## src/rtl/sw_dec_pkg.sv

```systemverilog
// Shared definitions for the switch-decoder transmit path.
// Contents:
//   OP_ID_W    - width of the operation tag carried with every request
//   tx_state_e - transmit dispatcher states (idle / issue / stall)
package sw_dec_pkg;

  localparam int OP_ID_W = 8;

  typedef enum logic [1:0] {
    TX_IDLE  = 2'd0,
    TX_ISSUE = 2'd1,
    TX_STALL = 2'd2
  } tx_state_e;

endpackage

```

## src/rtl/tx_module_if.sv

```systemverilog
// Upstream request bus of the transmit dispatcher.
// Signals:
//   req_valid / req_ready        - request handshake (transfer when both high)
//   req_op_id, req_addr, req_wr,
//   req_wdata                    - request payload
//   tx_state                     - dispatcher decision of the previous cycle,
//                                  aligned with the sel_en strobe
// Modports: master (request producer), slave (tx_module).
interface tx_module_if #(
  parameter int A_WIDTH = 8,
  parameter int W_WIDTH = 8
);

  logic                            req_valid;
  logic                            req_ready;
  logic [sw_dec_pkg::OP_ID_W-1:0]  req_op_id;
  logic [A_WIDTH-1:0]              req_addr;
  logic                            req_wr;
  logic [W_WIDTH-1:0]              req_wdata;
  sw_dec_pkg::tx_state_e           tx_state;

  modport master (
    output req_valid, req_op_id, req_addr, req_wr, req_wdata,
    input  req_ready, tx_state
  );

  modport slave (
    input  req_valid, req_op_id, req_addr, req_wr, req_wdata,
    output req_ready, tx_state
  );

endinterface

```

## src/rtl/tx_req_fifo.sv

```systemverilog
// Synchronous request queue (power-of-two depth, >= 2).
// Ports:
//   clk, rst     - clock, synchronous active-high reset (empties the queue)
//   push, din    - write din at the tail (caller guarantees !full)
//   pop, dout    - dout is the head entry; pop removes it (caller guarantees !empty)
//   full, empty  - occupancy flags derived from the registered count
// Push and pop in the same cycle leave the count unchanged.
module tx_req_fifo #(
  parameter int WIDTH = 8,
  parameter int DEPTH = 4
) (
  input  logic             clk,
  input  logic             rst,
  input  logic             push,
  input  logic [WIDTH-1:0] din,
  input  logic             pop,
  output logic [WIDTH-1:0] dout,
  output logic             full,
  output logic             empty
);

  localparam int PTR_W = $clog2(DEPTH);
  localparam logic [PTR_W:0] FULL_CNT = DEPTH[PTR_W:0];

  logic [WIDTH-1:0] mem_q [DEPTH];
  logic [WIDTH-1:0] mem_d [DEPTH];
  logic [PTR_W-1:0] wr_ptr_q, wr_ptr_d;
  logic [PTR_W-1:0] rd_ptr_q, rd_ptr_d;
  logic [PTR_W:0]   count_q, count_d;

  assign full  = (count_q == FULL_CNT);
  assign empty = (count_q == {(PTR_W+1){1'b0}});
  assign dout  = mem_q[rd_ptr_q];

  // Next-state of storage, pointers (wrap naturally at power-of-two depth) and count.
  always_comb begin
    mem_d    = mem_q;
    wr_ptr_d = wr_ptr_q;
    rd_ptr_d = rd_ptr_q;
    count_d  = count_q;
    if (push) begin
      mem_d[wr_ptr_q] = din;
      wr_ptr_d        = wr_ptr_q + 1'b1;
    end else begin
      wr_ptr_d = wr_ptr_q;
    end
    if (pop) begin
      rd_ptr_d = rd_ptr_q + 1'b1;
    end else begin
      rd_ptr_d = rd_ptr_q;
    end
    if (push && !pop) begin
      count_d = count_q + 1'b1;
    end else if (!push && pop) begin
      count_d = count_q - 1'b1;
    end else begin
      count_d = count_q;
    end
  end

  // Pointer and count registers; reset empties the queue.
  always_ff @(posedge clk) begin
    if (rst) begin
      wr_ptr_q <= '0;
      rd_ptr_q <= '0;
      count_q  <= '0;
    end else begin
      wr_ptr_q <= wr_ptr_d;
      rd_ptr_q <= rd_ptr_d;
      count_q  <= count_d;
    end
  end

  // Storage array; contents are don't-care while the queue is empty, so no reset.
  always_ff @(posedge clk) begin
    mem_q <= mem_d;
  end

endmodule

```

## src/rtl/tx_module.sv

```systemverilog
// Transmit dispatcher: queues upstream requests and issues each one to a free
// switch instance with a one-hot, single-cycle sel_en strobe plus payload.
// Ports:
//   clk, rst  - clock, synchronous active-high reset
//   req_if    - request bus (slave modport): valid/ready handshake + payload,
//               tx_state reports the decision that produced the current outputs
//   sw_busy   - per-switch busy from the receive side
//   sel_en    - one-hot dispatch strobe (registered)
//   op_id, addr, wr, wdata - dispatched payload, valid while sel_en != 0,
//               holding its last value otherwise
// Configuration macro: TX_RR_ARB_EN - round-robin switch selection starting
// after the last grant; when undefined, the lowest-index free switch wins.
module tx_module
  import sw_dec_pkg::*;
#(
  parameter int NUM_SW_INST = 5,
  parameter int W_WIDTH     = 8,
  parameter int A_WIDTH     = 8,
  parameter int FIFO_DEPTH  = 4
) (
  input  logic                   clk,
  input  logic                   rst,
  tx_module_if.slave             req_if,
  input  logic [NUM_SW_INST-1:0] sw_busy,
  output logic [NUM_SW_INST-1:0] sel_en,
  output logic [OP_ID_W-1:0]     op_id,
  output logic [A_WIDTH-1:0]     addr,
  output logic                   wr,
  output logic [W_WIDTH-1:0]     wdata
);

  localparam int PL_W = OP_ID_W + A_WIDTH + 1 + W_WIDTH;

  logic                   push_s, pop_s, full_s, empty_s;
  logic [PL_W-1:0]        fifo_din_s, fifo_dout_s;
  logic [NUM_SW_INST-1:0] free_s, grant_s;
  logic                   found_s;
  tx_state_e              state_q, state_d;
  logic [NUM_SW_INST-1:0] pending_q, pending_d;
  logic [NUM_SW_INST-1:0] sel_en_q, sel_en_d;
  logic [OP_ID_W-1:0]     op_id_q, op_id_d;
  logic [A_WIDTH-1:0]     addr_q, addr_d;
  logic                   wr_q, wr_d;
  logic [W_WIDTH-1:0]     wdata_q, wdata_d;

  // Ready uses the registered (pre-pop) full flag, so a push never meets a full queue.
  assign req_if.req_ready = ~full_s;
  assign req_if.tx_state  = state_q;
  assign push_s           = req_if.req_valid & ~full_s;
  assign fifo_din_s       = {req_if.req_op_id, req_if.req_addr, req_if.req_wr, req_if.req_wdata};

  tx_req_fifo #(
    .WIDTH (PL_W),
    .DEPTH (FIFO_DEPTH)
  ) u_req_fifo (
    .clk   (clk),
    .rst   (rst),
    .push  (push_s),
    .din   (fifo_din_s),
    .pop   (pop_s),
    .dout  (fifo_dout_s),
    .full  (full_s),
    .empty (empty_s)
  );

  // A switch just granted stays unavailable until its busy flag is seen, which
  // bridges the receive side's one-cycle busy latency.
  assign free_s = ~sw_busy & ~pending_q;

`ifdef TX_RR_ARB_EN
  localparam int LG_W = (NUM_SW_INST > 1) ? $clog2(NUM_SW_INST) : 1;

  logic [LG_W-1:0] last_grant_q, last_grant_d;
  logic [LG_W-1:0] grant_idx_s;

  // Round-robin search starting one past the previous grant.
  always_comb begin
    int idx_v;
    idx_v       = 0;
    grant_s     = '0;
    found_s     = 1'b0;
    grant_idx_s = last_grant_q;
    for (int k = 1; k <= NUM_SW_INST; k++) begin
      idx_v = (int'(last_grant_q) + k) % NUM_SW_INST;
      if (!found_s && free_s[idx_v]) begin
        found_s        = 1'b1;
        grant_s[idx_v] = 1'b1;
        grant_idx_s    = LG_W'(idx_v);
      end else begin
        found_s = found_s;
      end
    end
  end

  // Remember the switch served by the issue decision.
  always_comb begin
    if (pop_s) begin
      last_grant_d = grant_idx_s;
    end else begin
      last_grant_d = last_grant_q;
    end
  end

  // Last-grant register; reset value makes switch 0 the first candidate.
  always_ff @(posedge clk) begin
    if (rst) begin
      last_grant_q <= LG_W'(NUM_SW_INST - 1);
    end else begin
      last_grant_q <= last_grant_d;
    end
  end
`else
  // Fixed priority: lowest-index free switch.
  always_comb begin
    grant_s = '0;
    found_s = 1'b0;
    for (int i = 0; i < NUM_SW_INST; i++) begin
      if (!found_s && free_s[i]) begin
        found_s    = 1'b1;
        grant_s[i] = 1'b1;
      end else begin
        found_s = found_s;
      end
    end
  end
`endif

  // Issue decision for the current cycle; ISSUE pops the head into the output registers.
  always_comb begin
    state_d = TX_IDLE;
    pop_s   = 1'b0;
    if (empty_s) begin
      state_d = TX_IDLE;
    end else if (found_s) begin
      state_d = TX_ISSUE;
      pop_s   = 1'b1;
    end else begin
      state_d = TX_STALL;
    end
  end

  // Pending bookkeeping and the registered dispatch outputs.
  always_comb begin
    pending_d = pending_q & ~sw_busy;
    sel_en_d  = '0;
    {op_id_d, addr_d, wr_d, wdata_d} = {op_id_q, addr_q, wr_q, wdata_q};
    if (pop_s) begin
      pending_d = (pending_q & ~sw_busy) | grant_s;
      sel_en_d  = grant_s;
      {op_id_d, addr_d, wr_d, wdata_d} = fifo_dout_s;
    end else begin
      sel_en_d = '0;
    end
  end

  // State, pending and output registers; reset discards in-flight dispatches.
  always_ff @(posedge clk) begin
    if (rst) begin
      state_q   <= TX_IDLE;
      pending_q <= '0;
      sel_en_q  <= '0;
      op_id_q   <= '0;
      addr_q    <= '0;
      wr_q      <= 1'b0;
      wdata_q   <= '0;
    end else begin
      state_q   <= state_d;
      pending_q <= pending_d;
      sel_en_q  <= sel_en_d;
      op_id_q   <= op_id_d;
      addr_q    <= addr_d;
      wr_q      <= wr_d;
      wdata_q   <= wdata_d;
    end
  end

  assign sel_en = sel_en_q;
  assign op_id  = op_id_q;
  assign addr   = addr_q;
  assign wr     = wr_q;
  assign wdata  = wdata_q;

endmodule

```

## src/flat_wrapper.sv

```systemverilog
// flat-port wrapper written by rule: the top's interface ports become plain ports
module tx_module_flat import sw_dec_pkg::*;
#(
  parameter int NUM_SW_INST = 5,
  parameter int W_WIDTH     = 8,
  parameter int A_WIDTH     = 8,
  parameter int FIFO_DEPTH  = 4
)
  (clk, rst, sw_busy, sel_en, op_id, addr, wr, wdata, req_if_req_valid, req_if_req_op_id, req_if_req_addr, req_if_req_wr, req_if_req_wdata, req_if_req_ready, req_if_tx_state);
  tx_module_if #(.A_WIDTH(A_WIDTH), .W_WIDTH(W_WIDTH)) req_if_i ();
  input  logic clk;
  input  logic rst;
  input  logic [NUM_SW_INST-1:0] sw_busy;
  output logic [NUM_SW_INST-1:0] sel_en;
  output logic [OP_ID_W-1:0] op_id;
  output logic [A_WIDTH-1:0] addr;
  output logic wr;
  output logic [W_WIDTH-1:0] wdata;
  input wire logic [$bits(req_if_i.req_valid)-1:0] req_if_req_valid;
  input wire logic [$bits(req_if_i.req_op_id)-1:0] req_if_req_op_id;
  input wire logic [$bits(req_if_i.req_addr)-1:0] req_if_req_addr;
  input wire logic [$bits(req_if_i.req_wr)-1:0] req_if_req_wr;
  input wire logic [$bits(req_if_i.req_wdata)-1:0] req_if_req_wdata;
  output wire logic [$bits(req_if_i.req_ready)-1:0] req_if_req_ready;
  output wire logic [$bits(req_if_i.tx_state)-1:0] req_if_tx_state;
  assign req_if_i.req_valid = req_if_req_valid;
  assign req_if_i.req_op_id = req_if_req_op_id;
  assign req_if_i.req_addr = req_if_req_addr;
  assign req_if_i.req_wr = req_if_req_wr;
  assign req_if_i.req_wdata = req_if_req_wdata;
  assign req_if_req_ready = req_if_i.req_ready;
  assign req_if_tx_state = req_if_i.tx_state;
  tx_module #(.NUM_SW_INST(NUM_SW_INST), .W_WIDTH(W_WIDTH), .A_WIDTH(A_WIDTH), .FIFO_DEPTH(FIFO_DEPTH)) u_core (.clk(clk), .rst(rst), .req_if(req_if_i), .sw_busy(sw_busy), .sel_en(sel_en), .op_id(op_id), .addr(addr), .wr(wr), .wdata(wdata));
endmodule
```

## config.mk

```make
export PLATFORM = sky130hd
export DESIGN_NAME = tx_module_flat
export DESIGN_NICKNAME = d
export VERILOG_FILES = /design/src/rtl/sw_dec_pkg.sv /design/src/rtl/tx_module_if.sv /design/src/rtl/tx_req_fifo.sv /design/src/rtl/tx_module.sv /design/src/flat_wrapper.sv
export SDC_FILE = /design/constraint.sdc
export NUM_CORES = 1
export LEC_CHECK = 0
export ABC_AREA = 1
export BUFFER_PORTS_ARGS = -buffer_cell sky130_fd_sc_hd__clkbuf_2
export CAP_MARGIN = 10
export CORE_ASPECT_RATIO = 0.9
export CORE_UTILIZATION = 40
export CTS_CLUSTER_DIAMETER = 80
export DETAILED_ROUTE_END_ITERATION = 8
export GPL_TIMING_DRIVEN = 0
export MAX_ROUTING_LAYER = met4
export PLACE_DENSITY_LB_ADDON = 0.25
export SLEW_MARGIN = 25
export SYNTH_ARGS = -nofsm -noshare
export SYNTH_HDL_FRONTEND = slang
export SYNTH_SLANG_ARGS = --single-unit
```

## constraint.sdc

```tcl
create_clock -name clk -period 6.5 [get_ports clk]
set_input_delay 0.65 -clock clk [delete_from_list [all_inputs] [get_ports clk]]
set_output_delay 0.65 -clock clk [all_outputs]
set_load 0.01 [all_outputs]
```

# After elaboration in Yosys (flattened, before gate mapping)

Cells that the tools add are included.

Eq/ne operators: 1
$lt $le $gt $ge: 3
Muxes and demuxes: 21
$add $sub $neg: 4
Bitwise gates (word level): 10
Reductions and logical operators: 17

Operator list:

| operator            | number |
|---|---|
| $bwmux 100          | 1 |
| $mux 25             | 3 |
| $bmux 25 s2         | 1 |
| $demux 25 s2        | 1 |
| $mux 1              | 11 |
| $and 5x5->5         | 2 |
| $not 5->5           | 2 |
| $logic_and 1x1->1   | 7 |
| $ge 3x3->1 const B  | 2 |
| $logic_not 1->1     | 6 |
| $mux 3              | 2 |
| $not 2->3           | 2 |
| $mux 5              | 1 |
| $or 5x5->5          | 1 |
| $add 2x1->2 const B | 2 |
| $reduce_or 2->1     | 2 |
| $add 3x1->3 const B | 1 |
| $eq 3x3->1 const B  | 1 |
| $logic_not 3->1     | 1 |
| $lt 3x1->1 const B  | 1 |
| $sub 3x1->3 const B | 1 |
| $mux 2              | 1 |
| $not 1->1           | 2 |
| $reduce_bool 2->1   | 1 |
| $and 1x1->1         | 1 |

Logic and storage cells: 70
Output and inout port bits: 33
Register bits: 144

# Logic depth before layout (Yosys ltp)

Word-level depth: 20
Depth in mapped cells: 13

# Modules after synthesis

A second synthesis with hierarchy kept.

Cells, all modules: 513
Area total of the unflattened synthesis: 5736.8 um^2

Modules (own cells, without submodules):

| module      | area an instance (um^2) | times used | cells each |
|---|---|---|---|
| tx_req_fifo | 4167.7                  | 1          | 296 |
| tx_module   | 1569.0                  | 1          | 217 |

# Worst setup path before layout

No wires, ideal clock.

Kind: input -> register
From: input sw_busy[2]
To: register u_core.u_req_fifo.count_q[2]
Buffers on the path: 2
Cell stages on the path: 13
Setup time: 0.122 ns
Setup slack: 4.166 ns
Data arrival time: 2.212 ns
Cells stage by stage: inv_1 > nand2_1 > nand4_2 > buf_6 > buf_6 > nand2_1 > ha_1 > inv_1 > fa_1 > a21oi_1 > o21ai_0 > o21ai_0 > a21oi_1

Cells in the longest elaborated chain, start to end: 15
Elaborated cells between the ends (all ways): 17

RTL lines:

| what                                               | line               | text |
|---|---|---|
| from (decl)                                        | flat_wrapper.sv:13 | `input logic [NUM_SW_INST-1:0] sw_busy;` |
| $not 5->5 *                                        | tx_module.sv:68    | `assign free_s = ~sw_busy & ~pending_q;` |
| $and 5x5->5 *                                      | tx_module.sv:68    |  |
| $logic_and 1x1->1 *                                | tx_module.sv:118   | `if (!found_s && free_s[i]) begin` |
| $mux 1 *                                           | tx_module.sv:118   |  |
| $logic_not 1->1                                    | tx_module.sv:118   |  |
| $logic_and 1x1->1                                  | tx_module.sv:118   |  |
| $mux 1 *                                           | tx_module.sv:118   |  |
| $logic_not 1->1                                    | tx_module.sv:118   |  |
| $logic_and 1x1->1                                  | tx_module.sv:118   |  |
| $mux 1 *                                           | tx_module.sv:118   |  |
| $mux 1 *                                           | tx_module.sv:134   | `end else if (found_s) begin` |
| $mux 1 *                                           | tx_module.sv:132   | `if (empty_s) begin` |
| $logic_not 1->1                                    | tx_req_fifo.sv:52  | `if (push && !pop) begin` |
| $logic_and 1x1->1                                  | tx_req_fifo.sv:52  |  |
| $mux 3 / $reduce_bool 2->1 (equally long branches) | -                  |  |
| to (signal assigned)                               | tx_req_fifo.sv:70  | `count_q <= count_d;` |
| to (decl)                                          | tx_req_fifo.sv:29  | `logic [PTR_W:0] count_q, count_d;` |

Mark *: on every way between the ends. The rest lies on a longest branch, timed or not.
A chain may end at the register's enable or synchronous reset.

# Final worst setup path

From: register u_core.pending_q[1]
To: register u_core.u_req_fifo.count_q[2]

Cells in the longest elaborated chain, start to end: 18
Elaborated cells between the ends (all ways): 20

RTL lines:

| what                                               | line              | text |
|---|---|---|
| from (decl)                                        | tx_module.sv:39   | `logic [NUM_SW_INST-1:0] pending_q, pending_d;` |
| from (signal assigned)                             | tx_module.sv:168  | `pending_q <= pending_d;` |
| $not 5->5 *                                        | tx_module.sv:68   |  |
| $and 5x5->5 *                                      | tx_module.sv:68   |  |
| $logic_and 1x1->1 *                                | tx_module.sv:118  |  |
| $mux 1 *                                           | tx_module.sv:118  |  |
| $logic_not 1->1                                    | tx_module.sv:118  |  |
| $logic_and 1x1->1                                  | tx_module.sv:118  |  |
| $mux 1 *                                           | tx_module.sv:118  |  |
| $logic_not 1->1                                    | tx_module.sv:118  |  |
| (+2 left out)                                      | -                 |  |
| $logic_not 1->1                                    | tx_module.sv:118  |  |
| $logic_and 1x1->1                                  | tx_module.sv:118  |  |
| $mux 1 *                                           | tx_module.sv:118  |  |
| $mux 1 *                                           | tx_module.sv:134  |  |
| $mux 1 *                                           | tx_module.sv:132  |  |
| $logic_not 1->1                                    | tx_req_fifo.sv:52 |  |
| $logic_and 1x1->1                                  | tx_req_fifo.sv:52 |  |
| $mux 3 / $reduce_bool 2->1 (equally long branches) | -                 |  |

Marked as above.

==> qor.yml <==
synth_area_per_cell_um2: 9.28
synth_edf_count: 100
overflow: 0
seqPwrFrac_pct: 37.7
clk_pin_slew_ps: 60
p_switching_mw: 1.10
max_cap_violations: 0
diodes: 0
fmax_mhz: 432
drtPass1Iterations: 4
setup_tns_ps: 0
cts_buffers: 17
layout-drive-gt1-share_pct: 18.0
post-synth-top-count-cell: "nand2_1"
synthCells: 662
synth_seq_area_share_pct: 63.2
period_share_pct: 35.6
setup_violations: 0
synthToLayoutAreaGrowth_pct: 21.7
hold_buffers: 0
period_needed_ps: 2320
r2r-end: "u_core.u_req_fifo.count_q[2]"
portBuffers: 65
p_per_area_nw_per_um2: 435
grt_pass1_vias: 4209
htree_num_levels: 4
place_congestion: 0.759
row_count: 42
netlist_area_um2: 6140
drtIter0Drc: 325
vdd_ir_drop_max_uv: 193
critPathMaxStageDelay_ps: 390
num_vias: 4328
nNetsFinal: 789
tightest_slew_ps: 526
start_util_pct: 41.3
wl_um: 12900
reg2reg_slack_ps: 4180
p_int_mw: 2.16
cts_root_buffer: "clkbuf_16"
synth_largest_area_cell: "edfxtp_1"
switching_share_pct: 33.7
clk_latency_ps: 420
synthDistinctLibCells: 24
ant_nets: 0
antenna_found_initial: 0
cts_setup_buffers: 0
grt_max_degree: 21
r2r-start: "u_core.pending_q[1]"
critical_path_class: "flop to flop"
ys_seq_elements: 144
clockPowerShare_pct: 30.2
cts_tree: "yes"
arrival_ps: 2620
die_y_um: 120
required_ps: 6800
vias_per_cell: 4.50
dieWidth_um: 133
hold_viol_final: 0
r2r_cells: 13
worstHoldStart: "sw_busy[0]"
dieArea_um2: 15900
grt.total_usage_pct: 18.3
synth_common_cells: "nand2_1 (162), inv_1 (145), edfxtp_1 (100)"
cpMaxStageDelayCell: "fa_1"
io-pin-count: 66
hold_depth: 2
synthTopCellsByArea: "edfxtp_1 (49%), dfxtp_1 (14%), nand2_1 (9.9%)"
hpwl_um: 9100
cts-resized-gates: 0
yosysTopAreaCellShare_pct: 48.9
ys_warn_count: 0
fin_util_pct: 50.3
slew_viol_final: 0
min_path_type: "input port to flop"
synthFlopType: "edfxtp_1"
rsz0062_at_grt: "false"
grt_first_pass_wirelength_um: 21300
crit_chain: "nor2_2 > nor2_4 > nand4_2 > buf_6 > buf_6 > nand2_1 > ha_1 > inv_1 > fa_1 > a21oi_1 > o21ai_0 > o21ai_0 > a21oi_1"
min_to: "u_core.pending_q[0]"
power_frac_comb_pct: 32.1
path_buf_inv: 3
clk_path_buf_depth: 2
finalClockSkew_ps: 9.14
synthArstFlopShare_pct: 0
fp.coreArea_um2: 14900
leakage_nw: 3.57
route.detailed.drc: 0
cts.sinks: 144
cpLargestDelayFamily: "adder cells"
status: "finished clean"
hold_slack_ps: 412
slew_headroom_pct: 64.9
cp-end-kind: "flop"
crit_path_start_kind: "flop"
synthesis.nets: 701
post_drt_wl_per_cell_um: 13.4
worst-path-max-fanout: 10
stage by stage:
step	cells	power [mW]	cell area, um^2	worst slack (ps)
2_1_floorplan	662	1.93	6140	4170
3_3_place_gp	925	2.25	6720	3140
3_5_place_dp	929	2.30	6850	3800
4_1_cts	961	3.29	7480	4170
5_1_grt	961	3.48	7480	3970
6_report	961	3.26	7480	4180
worst max path at each step:
stage	slack (ps)	startpoint	cells past startpoint	endpoint
2_1_floorplan	4170	sw_busy[2]	13	u_core.u_req_fifo.count_q[2]
3_3_place_gp	3140	req_if_req_valid	3	u_core.u_req_fifo.mem_q[35]
3_5_place_dp	3800	sw_busy[1]	14	u_core.u_req_fifo.count_q[2]
4_1_cts	4170	u_core.pending_q[1]	13	u_core.u_req_fifo.count_q[2]
5_1_grt	3970	u_core.pending_q[0]	13	u_core.u_req_fifo.count_q[2]
6_report	4180	u_core.pending_q[1]	13	u_core.u_req_fifo.count_q[2]
cell families (layout without fill, tap and decap cells):
family	Yosys count	in the layout	share of synthesized area (%)
AOI/OAI and AO/OA	44	44	3.65
adders and majority gates	6	6	1.34
buffers and inverters	179	280	11.9
DFF	144	144	63.2
and+or+nand+nor	289	289	19.9
flip-flops by register name, indices dropped and copies added, names as in the netlist, 2 cells and up:
name                        cells
u_core.addr                     8
u_core.op_id                    8
u_core.pending_q                5
u_core.req_if.tx_state          2
u_core.sel_en                   5
u_core.u_req_fifo.count_q       3
u_core.u_req_fifo.mem_q       100
u_core.u_req_fifo.rd_ptr_q      2
u_core.u_req_fifo.wr_ptr_q      2
u_core.wdata                    8
area by class of cell:
| cell class | count | area (um^2) |
|---|---|---|
| plain buffers | 30 | 173 |
| inverters | 149 | 559 |
| clock inverters | 5 | 31.3 |
| flip-flops and latches | 144 | 3880 |
| clock buffers | 27 | 598 |
| multi-input cells | 339 | 1560 |
| repair buffers | 69 | 428 |
| well taps | 198 | 248 |
| fillers | 1332 | 7390 |
layer usage:
| layer | vias up | share of wire [%] | track usage, % |
|---|---|---|---|
| met3 | 13 | 5.3 | 4.90 |
| met4 | 0 | 1.1 | 6.54 |
| li1 | 2255 | - | - |
| met2 | 92 | 48 | 28.9 |
| met1 | 1968 | 46 | 22.7 |
| met5 | - | 0 | - |
power groups by stage:
stage / clock network, mW / registers [mW] / logic (mW)
after floorplan: 0 / 1.28 / 0.655
after global placement: 0 / 1.24 / 1.00
after detailed placement: 0 / 1.25 / 1.05
after CTS: 1.00 / 1.23 / 1.06
after global routing: 1.04 / 1.24 / 1.19
final: 0.984 / 1.23 / 1.04
cells in the final DEF, fill, tap and decap left out:
cell type    n
a21oi_1     35
buf_12       1
buf_16       3
buf_2       21
buf_4        1
buf_6        4
clkbuf_1     5
clkbuf_16   21
clkbuf_2    65
clkbuf_8     5
clkinv_1     1
clkinv_2     2
clkinv_4     1
dfxtp_1     44
edfxtp_1   100
fa_1         1
ha_1         5
inv_1      145
inv_2        3
inv_4        2
nand2_1    162
nand3_1     80
nand3b_1     1
nand4_1      2
nand4_2      1
nor2_1      35
nor2_2       1
nor2_4       5
nor3_1       1
nor3_2       1
o21ai_0      8
o32ai_1      1
No activity file was read; power rests on OpenSTA's default activity.
